[config.mk]
export PLATFORM = sky130hd
export DESIGN_NAME = ahb_addr_filter_flat
export DESIGN_NICKNAME = d
export VERILOG_FILES = /design/src/rtl/ahb_addr_filter_pkg.sv /design/src/rtl/ahb_addr_filter_if.sv /design/src/rtl/ahb_addr_filter_region_match.sv /design/src/rtl/ahb_addr_filter.sv /design/src/flat_wrapper.sv
export SDC_FILE = /design/constraint.sdc
export NUM_CORES = 1
export LEC_CHECK = 0
export ABC_AREA = 1
export CORE_MARGIN = 2
export CORE_UTILIZATION = 44
export DETAILED_ROUTE_END_ITERATION = 12
export DONT_BUFFER_PORTS = 1
export HOLD_SLACK_MARGIN = 0.12
export PLACE_DENSITY_LB_ADDON = 0.05
export SETUP_SLACK_MARGIN = 0.3
export SYNTH_ARGS = -nofsm -noshare
export SYNTH_HDL_FRONTEND = slang
export SYNTH_HIERARCHICAL = 1
export SYNTH_SLANG_ARGS = --single-unit
[constraint.sdc]
create_clock -name clk -period 3.35 [get_ports clk]
set_clock_uncertainty 0.2 [all_clocks]
set_input_delay 0.67 -clock clk [delete_from_list [all_inputs] [get_ports clk]]
set_output_delay 0.67 -clock clk [all_outputs]
set_load 0.03 [all_outputs]
[src/rtl/ahb_addr_filter_pkg.sv]
// Shared types and default address map for the AHB address filter.
// The default map deliberately overlaps regions 0 and 3 (small window inside a large one).
package ahb_filter_pkg;

  typedef enum logic [1:0] {
    ST_IDLE = 2'd0,
    ST_ERR1 = 2'd1,
    ST_ERR2 = 2'd2
  } filt_state_e;

  localparam logic [1:0] HTRANS_IDLE   = 2'd0;
  localparam logic [1:0] HTRANS_BUSY   = 2'd1;
  localparam logic [1:0] HTRANS_NONSEQ = 2'd2;
  localparam logic [1:0] HTRANS_SEQ    = 2'd3;

  localparam int DEFAULT_NUM_SLAVES = 6;

  // Entry 0 is the rightmost element of each concatenation.
  localparam logic [5:0][31:0] DEFAULT_BASE = {
    32'h5000_0000, 32'h4000_0000, 32'h0000_0000,
    32'h2000_0000, 32'h1000_0000, 32'h0000_0000
  };

  localparam logic [5:0][31:0] DEFAULT_MASK = {
    32'hF000_0000, 32'hFF00_0000, 32'hF000_0000,
    32'hFFFF_F000, 32'hFFF0_0000, 32'hFFFF_0000
  };

endpackage

[src/rtl/ahb_addr_filter_if.sv]
// AHB address-phase signals seen by the filter plus its default-slave response.
// Signal suffixes are relative to the filter (slave side).
interface ahb_addr_filter_if #(
  parameter int ADDR_WIDTH = 32
);
  logic                  hsel_i;
  logic [ADDR_WIDTH-1:0] haddr_i;
  logic [1:0]            htrans_i;
  logic                  hready_i;
  logic                  hreadyout_o;
  logic                  hresp_o;

  modport master (
    output hsel_i, haddr_i, htrans_i, hready_i,
    input  hreadyout_o, hresp_o
  );

  modport slave (
    input  hsel_i, haddr_i, htrans_i, hready_i,
    output hreadyout_o, hresp_o
  );
endinterface

[src/rtl/ahb_addr_filter_region_match.sv]
// Single-region masked address compare; mask bit 1 means the bit takes part.
module addr_region_match #(
  parameter int ADDR_WIDTH = 32
) (
  input  logic [ADDR_WIDTH-1:0] addr_i,
  input  logic [ADDR_WIDTH-1:0] base_i,
  input  logic [ADDR_WIDTH-1:0] mask_i,
  output logic                  hit_o
);
  assign hit_o = ((addr_i & mask_i) == (base_i & mask_i));
endmodule

[src/rtl/ahb_addr_filter.sv]
// AHB address decoder with default slave: one-hot selects, two-cycle ERROR on unmapped
// transfers, and first-error address capture with a saturating miss counter.
module ahb_addr_filter
  import ahb_filter_pkg::*;
#(
  parameter int NUM_SLAVES = DEFAULT_NUM_SLAVES,
  parameter int ADDR_WIDTH = 32,
  parameter logic [NUM_SLAVES-1:0][ADDR_WIDTH-1:0] BASE_ADDR = DEFAULT_BASE,
  parameter logic [NUM_SLAVES-1:0][ADDR_WIDTH-1:0] MASK_ADDR = DEFAULT_MASK,
  parameter int CNT_WIDTH  = 8
) (
  input  logic                  clk,
  input  logic                  rst_n,
  ahb_addr_filter_if.slave      bus,
  output logic [NUM_SLAVES-1:0] sel_addr_o,
  output logic [NUM_SLAVES-1:0] sel_data_o,
  output logic                  err_valid_o,
  output logic [ADDR_WIDTH-1:0] err_addr_o,
  output logic [CNT_WIDTH-1:0]  err_cnt_o,
  input  logic                  err_clr_i
);

  logic [NUM_SLAVES-1:0] hit;
  logic [NUM_SLAVES-1:0] sel_addr;
  logic                  found;
  logic                  addr_req;
  logic                  miss;

  filt_state_e           state_q;
  logic                  hreadyout_q;
  logic                  hresp_q;
  logic [NUM_SLAVES-1:0] sel_data_q;

  logic                  err_valid_q, err_valid_d;
  logic [ADDR_WIDTH-1:0] err_addr_q,  err_addr_d;
  logic [CNT_WIDTH-1:0]  err_cnt_q,   err_cnt_d;

  for (genvar i = 0; i < NUM_SLAVES; i++) begin : g_region
    addr_region_match #(.ADDR_WIDTH(ADDR_WIDTH)) u_match (
      .addr_i (bus.haddr_i),
      .base_i (BASE_ADDR[i]),
      .mask_i (MASK_ADDR[i]),
      .hit_o  (hit[i])
    );
  end

  assign addr_req = bus.hsel_i &&
                    ((bus.htrans_i == HTRANS_NONSEQ) || (bus.htrans_i == HTRANS_SEQ));
  assign miss     = addr_req && bus.hready_i && !(|hit);

  // Lowest-index region wins when regions overlap.
  always_comb begin
    sel_addr = '0;
    found    = 1'b0;
    for (int i = 0; i < NUM_SLAVES; i++) begin
      if (addr_req && hit[i] && !found) begin
        sel_addr[i] = 1'b1;
        found       = 1'b1;
      end
    end
  end

  always_ff @(posedge clk or negedge rst_n) begin
    if (!rst_n) begin
      state_q     <= ST_IDLE;
      hreadyout_q <= 1'b1;
      hresp_q     <= 1'b0;
    end else begin
      case (state_q)
        ST_IDLE: if (miss) begin
          state_q     <= ST_ERR1;
          hreadyout_q <= 1'b0;
          hresp_q     <= 1'b1;
        end
        ST_ERR1: begin
          state_q     <= ST_ERR2;
          hreadyout_q <= 1'b1;
          hresp_q     <= 1'b1;
        end
        ST_ERR2: if (miss) begin
          state_q     <= ST_ERR1;
          hreadyout_q <= 1'b0;
          hresp_q     <= 1'b1;
        end else begin
          state_q     <= ST_IDLE;
          hreadyout_q <= 1'b1;
          hresp_q     <= 1'b0;
        end
        default: begin
          state_q     <= ST_IDLE;
          hreadyout_q <= 1'b1;
          hresp_q     <= 1'b0;
        end
      endcase
    end
  end

  // A miss in the clear cycle restarts capture rather than being lost.
  always_comb begin
    err_valid_d = err_valid_q;
    err_addr_d  = err_addr_q;
    err_cnt_d   = err_cnt_q;
    if (err_clr_i) begin
      err_valid_d = 1'b0;
      err_addr_d  = '0;
      err_cnt_d   = '0;
    end
    if (miss) begin
      if (err_clr_i) begin
        err_cnt_d = CNT_WIDTH'(1);
      end else if (!(&err_cnt_q)) begin
        err_cnt_d = err_cnt_q + CNT_WIDTH'(1);
      end
      if (!err_valid_q || err_clr_i) begin
        err_valid_d = 1'b1;
        err_addr_d  = bus.haddr_i;
      end
    end
  end

  always_ff @(posedge clk or negedge rst_n) begin
    if (!rst_n) begin
      sel_data_q  <= '0;
      err_valid_q <= 1'b0;
      err_addr_q  <= '0;
      err_cnt_q   <= '0;
    end else begin
      if (bus.hready_i) sel_data_q <= sel_addr;
      err_valid_q <= err_valid_d;
      err_addr_q  <= err_addr_d;
      err_cnt_q   <= err_cnt_d;
    end
  end

  assign sel_addr_o      = sel_addr;
  assign sel_data_o      = sel_data_q;
  assign bus.hreadyout_o = hreadyout_q;
  assign bus.hresp_o     = hresp_q;
  assign err_valid_o     = err_valid_q;
  assign err_addr_o      = err_addr_q;
  assign err_cnt_o       = err_cnt_q;

endmodule
[src/flat_wrapper.sv]
// flat-port wrapper written by rule: the top's interface ports become plain ports
module ahb_addr_filter_flat import ahb_filter_pkg::*;
#(
  parameter int NUM_SLAVES = DEFAULT_NUM_SLAVES,
  parameter int ADDR_WIDTH = 32,
  parameter logic [NUM_SLAVES-1:0][ADDR_WIDTH-1:0] BASE_ADDR = DEFAULT_BASE,
  parameter logic [NUM_SLAVES-1:0][ADDR_WIDTH-1:0] MASK_ADDR = DEFAULT_MASK,
  parameter int CNT_WIDTH  = 8
)
  (clk, rst_n, sel_addr_o, sel_data_o, err_valid_o, err_addr_o, err_cnt_o, err_clr_i, bus_hsel_i, bus_haddr_i, bus_htrans_i, bus_hready_i, bus_hreadyout_o, bus_hresp_o);
  ahb_addr_filter_if #(.ADDR_WIDTH(ADDR_WIDTH)) bus_i ();
  input  logic clk;
  input  logic rst_n;
  output logic [NUM_SLAVES-1:0] sel_addr_o;
  output logic [NUM_SLAVES-1:0] sel_data_o;
  output logic err_valid_o;
  output logic [ADDR_WIDTH-1:0] err_addr_o;
  output logic [CNT_WIDTH-1:0] err_cnt_o;
  input  logic err_clr_i;
  input wire logic [$bits(bus_i.hsel_i)-1:0] bus_hsel_i;
  input wire logic [$bits(bus_i.haddr_i)-1:0] bus_haddr_i;
  input wire logic [$bits(bus_i.htrans_i)-1:0] bus_htrans_i;
  input wire logic [$bits(bus_i.hready_i)-1:0] bus_hready_i;
  output wire logic [$bits(bus_i.hreadyout_o)-1:0] bus_hreadyout_o;
  output wire logic [$bits(bus_i.hresp_o)-1:0] bus_hresp_o;
  assign bus_i.hsel_i = bus_hsel_i;
  assign bus_i.haddr_i = bus_haddr_i;
  assign bus_i.htrans_i = bus_htrans_i;
  assign bus_i.hready_i = bus_hready_i;
  assign bus_hreadyout_o = bus_i.hreadyout_o;
  assign bus_hresp_o = bus_i.hresp_o;
  ahb_addr_filter #(.NUM_SLAVES(NUM_SLAVES), .ADDR_WIDTH(ADDR_WIDTH), .BASE_ADDR(BASE_ADDR), .MASK_ADDR(MASK_ADDR), .CNT_WIDTH(CNT_WIDTH)) u_core (.clk(clk), .rst_n(rst_n), .bus(bus_i), .sel_addr_o(sel_addr_o), .sel_data_o(sel_data_o), .err_valid_o(err_valid_o), .err_addr_o(err_addr_o), .err_cnt_o(err_cnt_o), .err_clr_i(err_clr_i));
endmodule
==> summary.txt, run 1 <==
Route
  – DR WL met2: 7231 microns
  – Vias per std cell: 3.726
  – DR WL met3: 977 microns
  – Highest Signal Layer: met4
  – Vias: 7561
  – Detailed Route WL: 15930 microns
  – Remaining DRCs: 0
  – DRT antenna net count: 0
  – Pre-Repair DR Iteration Count: 4
  – Initial DRC Count: 280
  – Metal-1 WL: 7618 microns
  – Avg WL per Cell: 7.851 microns

Cells and area
  – Final Non-Filler Cells: 2029
  – Final non-filler cell area: 9064 sq um
  – Commonest non-fill, non-tap cells in the layout: conb_1, nand2_1, nor2_1
  – Commonest non-fill, non-tap cell in the layout: conb_1
  – Antenna cell count: 0
  – Synthesis-to-finish area growth: 45.40%
  – Layout cells sized above 1: 1.460%
  – Nets: 1888

GRT
  – First-pass GRT wire length: 26630 microns
  – Largest net degree at the start of global routing: 52
  – Vias in the first global route: 6312
  – Global Route Usage Sum: 21.65%
  – Gr ovfl total: 0
  – Initial antenna violation count: 0

Clock network
  – # H-tree levels: 2
  – TritonCTS Buffers: 5
  – Sink Count: 51
  – CTS tree: built
  – Clock Pin Slew Worst Setup and Hold Paths: 0.08 ns
  – CTS root buf: clkbuf_16
  – CTS resizes: 0
  – Clock latency on the worst-skew pair: 0.30 ns
  – Maximum clock insertion buffer count: 2

Run status
  – Status: complete, no violations

Power and ir drop
  – PwrDens: 198.4 nW/um^2
  – Flop pwr share: 40.1%
  – Net switching power: 672.5 uW
  – Leak: 6.008 nW
  – Peak supply drop: 177.1 uV
  – Switch share: 37.39%
  – Part of the power in combinational logic: 29.1%
  – Clock power frac: 30.8%
  – P_int: 1.126 mW

Setup path
  – Setup crit end kind: output port
  – Critical Path Source Type: primary input
  – CP Data Required Time: 2.48 ns
  – CP max FO: 13
  – CP Data Arrival Time: 2.01 ns
  – R2R Path Start: u_core/err_cnt_o[1]
  – Reg2reg setup slack: 1.26 ns
  – Critical path type: primary input to output port
  – Reg2reg path depth: 7
  – R2r endpoint: u_core/err_cnt_o[1]

Logic synthesis
  – Sequential fraction of the synthesis area: 20.49%
  – Yosys top cell by area: nand2_1
  – Distinct cell type count after synthesis: 27
  – Seq cells post-synth: 51
  – Yosys warnings: 6
  – Syn avg cell area: 5.177 sq um
  – Synth Instances: 1204
  – Cell Area, Synth: 6233 sq um
  – Yosys top cell area share: 25.35%
  – Synth area leaders: nand2_1, nor2_1, dfrtp_1

Floorplan
  – Core Box Area: 13880 sq um
  – Top Ports: 94
  – FP Rows: 43
  – Total Die Area: 15140 sq um
  – Die X: 123.0 microns
  – Die H: 123.0 microns
  – Initial Utilization: 44.91%

Timing
  – Fin. Hold Viols: 0
  – Final worst-path cycle share: 85.86%
  – Setup TNS: 0 ns
  – Slew @ Worst Pin: 0.5194 ns
  – Fin crit period: 2.876 ns
  – # setup viols final: 0
  – Slew Viols, Final: 0
  – Unrepaired setup endpoints after global routing: no
  – Max-slew headroom: 65.32%
  – Max Fclk: 347.7 MHz

Hold path
  – Hold EP: u_core/state_q[1]
  – HP Class: register to register
  – Worst Hold Launch: u_core/state_q[1]
  – Hold path depth: 1

Placement
  – IO Port Bufs: 0
  – Dpl hpwl: 12590 microns
  – DP Area: 8874 sq um
  – Cells after DPL: 2019
  – Gpl congestion: 0.8585

Run
  – Maxcap violations: 0
## synthesized netlist by cell type (all sizes together)
library cell  count
nor4              2
ha                1
o21ai            36
nor2            366
buf              11
inv              87
nand3           121
clkbuf            3
nor3              2
dfrtp            50
xnor2             1
nand3b           92
nand2           422
nand4             2
o22ai             1
a21oi             2
xor2              2
dfstp             1
conb              2
## registers in the layout, summed over array words and instances (netlist names)
| name | cells |
|---|---|
| u_core/err_addr_o | 32 |
| u_core/bus.hreadyout_o | 1 |
| u_core/err_cnt_o | 8 |
| u_core/bus.hresp_o | 1 |
| u_core/err_valid_o | 1 |
| u_core/sel_data_o | 6 |
| u_core/state_q | 2 |
## how the worst max path moves through the flow
stage | startpoint | end | slack, ns | cells after the start
after floorplan | bus_haddr_i[26] | sel_addr_o[4] | 0.54 | 9
after global placement | bus_haddr_i[30] | sel_addr_o[5] | 0.51 | 12
after detailed placement | bus_haddr_i[30] | sel_addr_o[5] | 0.47 | 12
after CTS | bus_haddr_i[30] | sel_addr_o[5] | 0.46 | 12
after global routing | bus_haddr_i[26] | sel_addr_o[5] | 0.31 | 12
final | bus_haddr_i[30] | sel_addr_o[5] | 0.47 | 12
## critical path, cell delays in order
cell,delay (ns)
nor2_1,0.08
nor2_1,0.05
nor2_1,0.14
nand2_1,0.07
nor2_1,0.15
nand2_1,0.08
nor2_1,0.14
nor2_1,0.08
nand2_1,0.16
nor2_1,0.08
nand4_1,0.12
inv_1,0.17
## power by group through the flow
stage	combinational, mW	clock (mW)	sequential [mW]
floorplan	0.432	0	0.725
global placement	0.467	0	0.733
detailed placement	0.473	0	0.734
CTS	0.492	0.560	0.722
global route	0.641	0.585	0.726
finish	0.524	0.553	0.722
## layer usage
metal / vias up / track usage (%)
met5: - / 0
met4: 0 / 2.557
met3: 8 / 4.705
met2: 116 / 39.09
met1: 3005 / 27.18
li1: 4432 / -
## cell families after synthesis
family                   count (synthesis)  share of synthesized area (%)
buffers and inverters                  101                          6.523
other                                    2                         0.1205
flip-flops                              51                          20.49
adder cells (fa/ha/maj)                  1                         0.2007
AND/OR/NAND/NOR                       1007                          69.09
XOR/XNOR                                 3                         0.4216
AO/OA/AOI/OAI                           39                          3.151
## stage by stage
stage / setup WS (ns) / utilization, % / hold WS [ns] / power, mW
floorplan: 0.5437 / - / 0.1744 / 1.157
global placement: 0.5073 / 63.93 / 0.1754 / 1.201
detailed placement: 0.4709 / 63.93 / 0.1755 / 1.207
CTS: 0.4612 / 65.30 / 0.2595 / 1.773
global route: 0.3058 / 65.30 / 0.2810 / 1.951
finish: 0.4737 / 65.30 / 0.2564 / 1.799
## area by class of cell
cell class / count / area [sq um]
multi-input combinational: 1692 / 6964
fill: 1425 / 4817
sequential: 51 / 1277
inverter: 87 / 326.6
tap: 180 / 225.2
clock buffer: 5 / 125.1
timing repair buffer: 11 / 117.6
clock inverter: 3 / 27.53
## repair_timing
item,4_1_cts,5_1_grt
setup buffers,0,0
endpoints found under the hold margin,51,0
endpoints found under the setup margin,0,0
hold buffers,2,0
Power figures use the tool's default switching activity.
==> run 2: changes to the inputs <==
==> constraint.sdc (replaced) <==
create_clock -name clk -period 3.45 [get_ports clk]
set_clock_uncertainty 0.2 [all_clocks]
set_input_delay 0.69 -clock clk [delete_from_list [all_inputs] [get_ports clk]]
set_output_delay 0.69 -clock clk [all_outputs]
set_load 0.03 [all_outputs]
==> summary.txt, run 2 (synthesis gave the netlist of run 1 again) <==
Route
  – Metal-1 WL: 7388 microns
  – Highest Signal Layer: met4
  – Avg WL per Cell: 7.768 microns
  – Pre-Repair DR Iteration Count: 4
  – Initial DRC Count: 209
  – Vias per std cell: 3.757
  – Detailed Route WL: 15750 microns
  – DR WL met3: 1047 microns
  – Vias: 7620
  – DR WL met2: 7112 microns
  – DRT antenna net count: 0
  – Remaining DRCs: 0

Cells and area
  – Nets: 1887
  – Antenna cell count: 0
  – Largest register FFs: 32
  – Final non-filler cell area: 9046 sq um
  – Layout cells sized above 1: 1.461%
  – Commonest non-fill, non-tap cells in the layout: conb_1, nand2_1, nor2_1
  – Commonest non-fill, non-tap cell in the layout: conb_1
  – Final Non-Filler Cells: 2028
  – Synthesis-to-finish area growth: 45.12%

Timing
  – Unrepaired setup endpoints after global routing: no
  – Final worst-path cycle share: 83.66%
  – Slew @ Worst Pin: 0.6838 ns
  – Fin crit period: 2.886 ns
  – Setup TNS: 0 ns
  – # setup viols final: 0
  – Slew Viols, Final: 0
  – Fin. Hold Viols: 0
  – Post-route setup slack: 0.5637 ns
  – Max-slew headroom: 54.25%
  – Max Fclk: 346.5 MHz

Placement
  – IO Port Bufs: 0
  – Cells after DPL: 2018
  – Gpl congestion: 0.8346
  – Pre-CTS setup slack: 0.4989 ns
  – Dpl hpwl: 12430 microns
  – DP Area: 8853 sq um

Setup path
  – CP Data Arrival Time: 2.00 ns
  – Critical Path Source Type: primary input
  – CP Data Required Time: 2.56 ns
  – Reg2reg setup slack: 1.40 ns
  – CP max FO: 13
  – Setup crit end kind: output port
  – Critical path type: primary input to output port

Clock network
  – TritonCTS Buffers: 5
  – # H-tree levels: 2
  – CTS tree: built
  – Sink Count: 51
  – Clock Pin Slew Worst Setup and Hold Paths: 0.07 ns
  – Clock latency on the worst-skew pair: 0.29 ns
  – Maximum clock insertion buffer count: 2
  – CTS root buf: clkbuf_16

Power and ir drop
  – PwrDens: 191.3 nW/um^2
  – Peak supply drop: 189.9 uV
  – P_int: 1.091 mW
  – Overall Power: 1.731 mW
  – Leak: 5.998 nW
  – Switch share: 36.94%
  – Clock power frac: 30.3%
  – Net switching power: 639.3 uW
  – Part of the power in combinational logic: 29.2%
  – Flop pwr share: 40.5%

GRT
  – First-pass GRT wire length: 26920 microns
  – Gr ovfl total: 0
  – Global Route Usage Sum: 21.76%
  – Largest net degree at the start of global routing: 52
  – Vias in the first global route: 6468
  – Initial antenna violation count: 0

Floorplan
  – Core Box Area: 13880 sq um
  – Die X: 123.0 microns
  – Die H: 123.0 microns
  – Total Die Area: 15140 sq um
  – Top Ports: 94
  – Initial Utilization: 44.91%
  – FP Rows: 43

Hold path
  – HP Class: register to register

Run
  – Maxcap violations: 0

Run status
  – Status: complete, no violations
run 2: changes by cell type in the layout (fill, tap and decap cells not counted):
cell    change
buf_12      -1
nor2_1      -1
nor2_2      +1
run 2: power by group through the flow:
stage / combinational (mW) / sequential [mW] / clock, mW
global route: 0.621 / 0.704 / 0.555
CTS: 0.474 / 0.701 / 0.532
detailed placement: 0.456 / 0.712 / 0
floorplan: 0.420 / 0.704 / 0
global placement: 0.452 / 0.712 / 0
finish: 0.506 / 0.700 / 0.524
run 2: timing repair:
action | 4_1_cts | 5_1_grt
endpoints found under the hold margin | 51 | 0
buffers inserted | 0 | 0
hold buffers | 2 | 0
setup endpoints to repair | 0 | 2
resized for setup | 0 | 1
run 2: worst paths after layout:
path / depth (start not counted) / to / start
worst min-delay path: 1 / u_core/state_q[1] / u_core/state_q[1]
worst min register to register: 1 / u_core/state_q[1] / u_core/state_q[1]
min in group asynchronous: 2 / u_core/err_cnt_o[3] / rst_n
worst max register to register: 7 / u_core/err_cnt_o[1] / u_core/err_cnt_o[0]
max in group asynchronous: 2 / u_core/bus.hreadyout_o / rst_n
worst max-delay path: 12 / sel_addr_o[5] / bus_haddr_i[30]
run 2: worst max-delay path, cell delays in order:
cell and delay [ns]:
nor2_1 0.08, nor2_1 0.05, nor2_1 0.09, nand2_1 0.06
nor2_1 0.17, nand2_1 0.11, nor2_1 0.15, nor2_1 0.07
nand2_1 0.16, nor2_1 0.08, nand4_1 0.11, inv_1 0.17
run 2: cell type report:
cell class,instances,area (sq um)
sequential,51,1277
inverter,87,326.6
multi-input combinational,1692,6967
fill,1416,4835
tap,180,225.2
clock buffer,5,125.1
clock inverter,3,27.53
timing repair buffer,10,97.59
run 2: stage by stage:
| stage | hold WS, ns | utilization [%] |
|---|---|---|
| final | 0.2663 | 65.17 |
| after global routing | 0.2697 | 65.17 |
| after CTS | 0.2605 | 65.15 |
| after detailed placement | 0.1954 | 63.78 |
| after global placement | 0.1954 | 63.78 |
| after floorplan | 0.1944 | - |
run 2: metal layers:
metal / vias to the layer above / track usage, %
met2: 122 / 39.33
met4: 0 / 3.906
met1: 3057 / 26.58
li1: 4425 / -
met5: - / 0
met3: 16 / 4.982
==> run 3: changes to the inputs <==
==> constraint.sdc (replaced) <==
create_clock -name clk -period 2.9 [get_ports clk]
set_clock_uncertainty 0.2 [all_clocks]
set_input_delay 0.58 -clock clk [delete_from_list [all_inputs] [get_ports clk]]
set_output_delay 0.58 -clock clk [all_outputs]
set_load 0.03 [all_outputs]
==> summary.txt, run 3 (synthesis gave the netlist of run 1 again) <==
Power and ir drop
  – Flop pwr share: 40.1%
  – Switch share: 37.16%
  – Leak: 6.036 nW
  – Clock power frac: 30.0%
  – Part of the power in combinational logic: 29.9%
  – PwrDens: 225.6 nW/um^2
  – Peak supply drop: 242.8 uV
  – P_int: 1.306 mW
  – Net switching power: 772.3 uW

Placement
  – Gpl congestion: 0.8522
  – IO Port Bufs: 0
  – Dpl hpwl: 12620 microns

Setup path
  – Worst-path cell chain: nor2_1 -> nor2_1 -> nor2_1 -> nand2_1 -> nor2_2 -> nand2_1 -> nor2_2 -> nor2_2 -> nand2_2 -> nor4_4
  – Setup crit end kind: output port
  – CP max FO: 13
  – R2r endpoint: u_core/err_cnt_o[1]
  – Critical path type: primary input to output port
  – Reg2reg setup slack: 0.77 ns
  – CP top delay family: simple AND/OR/NAND/NOR gates
  – R2R Path Start: u_core/err_cnt_o[1]
  – WP buf/inv: 0
  – CP max stage cell: nor4_4
  – CP peak stage delay: 0.58 ns
  – Reg2reg path depth: 7
  – CP Data Required Time: 2.12 ns
  – CP Data Arrival Time: 1.84 ns
  – Critical Path Source Type: primary input

Cells and area
  – Layout cells sized above 1: 3.184%
  – Antenna cell count: 0
  – Commonest non-fill, non-tap cells in the layout: conb_1, nand2_1, nor2_1
  – Nets: 1892
  – Fillers: 1389
  – Largest register FFs: 32
  – Commonest non-fill, non-tap cell in the layout: conb_1
  – Final Util: 66.35%
  – Synthesis-to-finish area growth: 47.75%

Hold path
  – HP Class: primary input to register
  – Hold path depth: 2
  – Hold EP: u_core/sel_data_o[3]
  – Worst Hold Launch: bus_hready_i

Floorplan
  – Core Box Area: 13880 sq um
  – Initial Utilization: 44.91%
  – Total Die Area: 15140 sq um
  – Die H: 123.0 microns
  – Die X: 123.0 microns
  – FP Rows: 43
  – Top Ports: 94

Timing
  – Fin crit period: 2.618 ns
  – Slew @ Worst Pin: 0.5887 ns
  – Fin. Hold Viols: 0
  – Final worst-path cycle share: 90.27%
  – Setup TNS: 0 ns
  – Max-slew headroom: 60.46%
  – # setup viols final: 0
  – Max Fclk: 382.0 MHz
  – Unrepaired setup endpoints after global routing: yes
  – Slew Viols, Final: 0

Clock network
  – Clock latency on the worst-skew pair: 0.30 ns
  – # H-tree levels: 2
  – TritonCTS Buffers: 5
  – CTS tree: built
  – Clock Pin Slew Worst Setup and Hold Paths: 0.07 ns
  – Sink Count: 51
  – CTS root buf: clkbuf_16
  – Maximum clock insertion buffer count: 2

GRT
  – Gr ovfl total: 0
  – Vias in the first global route: 6265
  – Initial antenna violation count: 0
  – Global Route Usage Sum: 21.68%
  – First-pass GRT wire length: 26750 microns
  – Largest net degree at the start of global routing: 52

Route
  – Avg WL per Cell: 7.834 microns
  – Vias per std cell: 3.710
  – Initial DRC Count: 296
  – DRT antenna net count: 0
  – Remaining DRCs: 0
  – Detailed Route WL: 15930 microns
  – Vias: 7543
  – Pre-Repair DR Iteration Count: 4

Run status
  – Status: complete, no violations

Run
  – Maxcap violations: 0
## run 3: changes by cell type in the layout (fill, tap and decap cells not counted), sizes merged
cell | previous run | this run
buf | 9 | 14
## run 3: final cells by class
| cell class | count | area (sq um) | share of cell area [%] |
|---|---|---|---|
| flip-flops and latches | 51 | 1277 | 13.87 |
| well taps | 180 | 225.2 | 2.445 |
| multi-input cells | 1692 | 7073 | 76.80 |
| inverters | 87 | 326.6 | 3.546 |
| repair buffers | 15 | 155.1 | 1.685 |
| clock inverters | 3 | 27.53 | 0.2989 |
| clock buffers | 5 | 125.1 | 1.359 |
## run 3: worst max path at each step
stage                         start            end  slack, ns  cells past startpoint
floorplan           bus_haddr_i[26]  sel_addr_o[4]       0.27                      9
global placement    bus_haddr_i[29]  sel_addr_o[4]      -0.03                      9
detailed placement  bus_haddr_i[30]  sel_addr_o[4]      -0.05                     10
CTS                 bus_haddr_i[28]  sel_addr_o[4]       0.22                     11
global route        bus_haddr_i[17]  sel_addr_o[4]       0.11                     10
finish              bus_haddr_i[29]  sel_addr_o[4]       0.28                     10
## run 3: repair_timing
| item | CTS | global route |
|---|---|---|
| cloned | 0 | 0 |
| hold buffers | 2 | 0 |
| buffers inserted | 1 | 3 |
| setup endpoints to repair | 5 | 5 |
| pin swaps | 2 | 21 |
| hold endpoints to repair | 51 | 0 |
| resized for setup | 8 | 30 |
## run 3: stage by stage
step	hold WS, ns	std cells	setup WS (ns)	area [sq um]	power [mW]
after floorplan	0.08441	1844	0.2737	8648	1.337
after global placement	0.08541	2019	-0.03213	8874	1.388
after detailed placement	0.08544	2019	-0.05321	8874	1.394
after CTS	0.1832	2030	0.2161	9095	2.042
after global routing	0.1853	2033	0.1071	9210	2.262
final	0.1897	2033	0.2821	9210	2.078
## run 3: power by group through the flow
stage / clock (mW) / sequential (mW) / combinational, mW
final: 0.622 / 0.833 / 0.622
after global routing: 0.667 / 0.838 / 0.757
after CTS: 0.639 / 0.833 / 0.570
after detailed placement: 0 / 0.847 / 0.546
after global placement: 0 / 0.847 / 0.540
after floorplan: 0 / 0.838 / 0.499
## run 3: layer usage
| layer | routed length, microns | up-vias | global-route usage [%] | share of wire (%) |
|---|---|---|---|---|
| met4 | 241 | 0 | 4.048 | 1.5 |
| met5 | 0 | - | 0 | 0 |
| met2 | 7316 | 107 | 38.02 | 46 |
| met1 | 7439 | 2978 | 27.47 | 47 |
| li1 | - | 4442 | - | - |
| met3 | 929 | 16 | 4.797 | 5.8 |
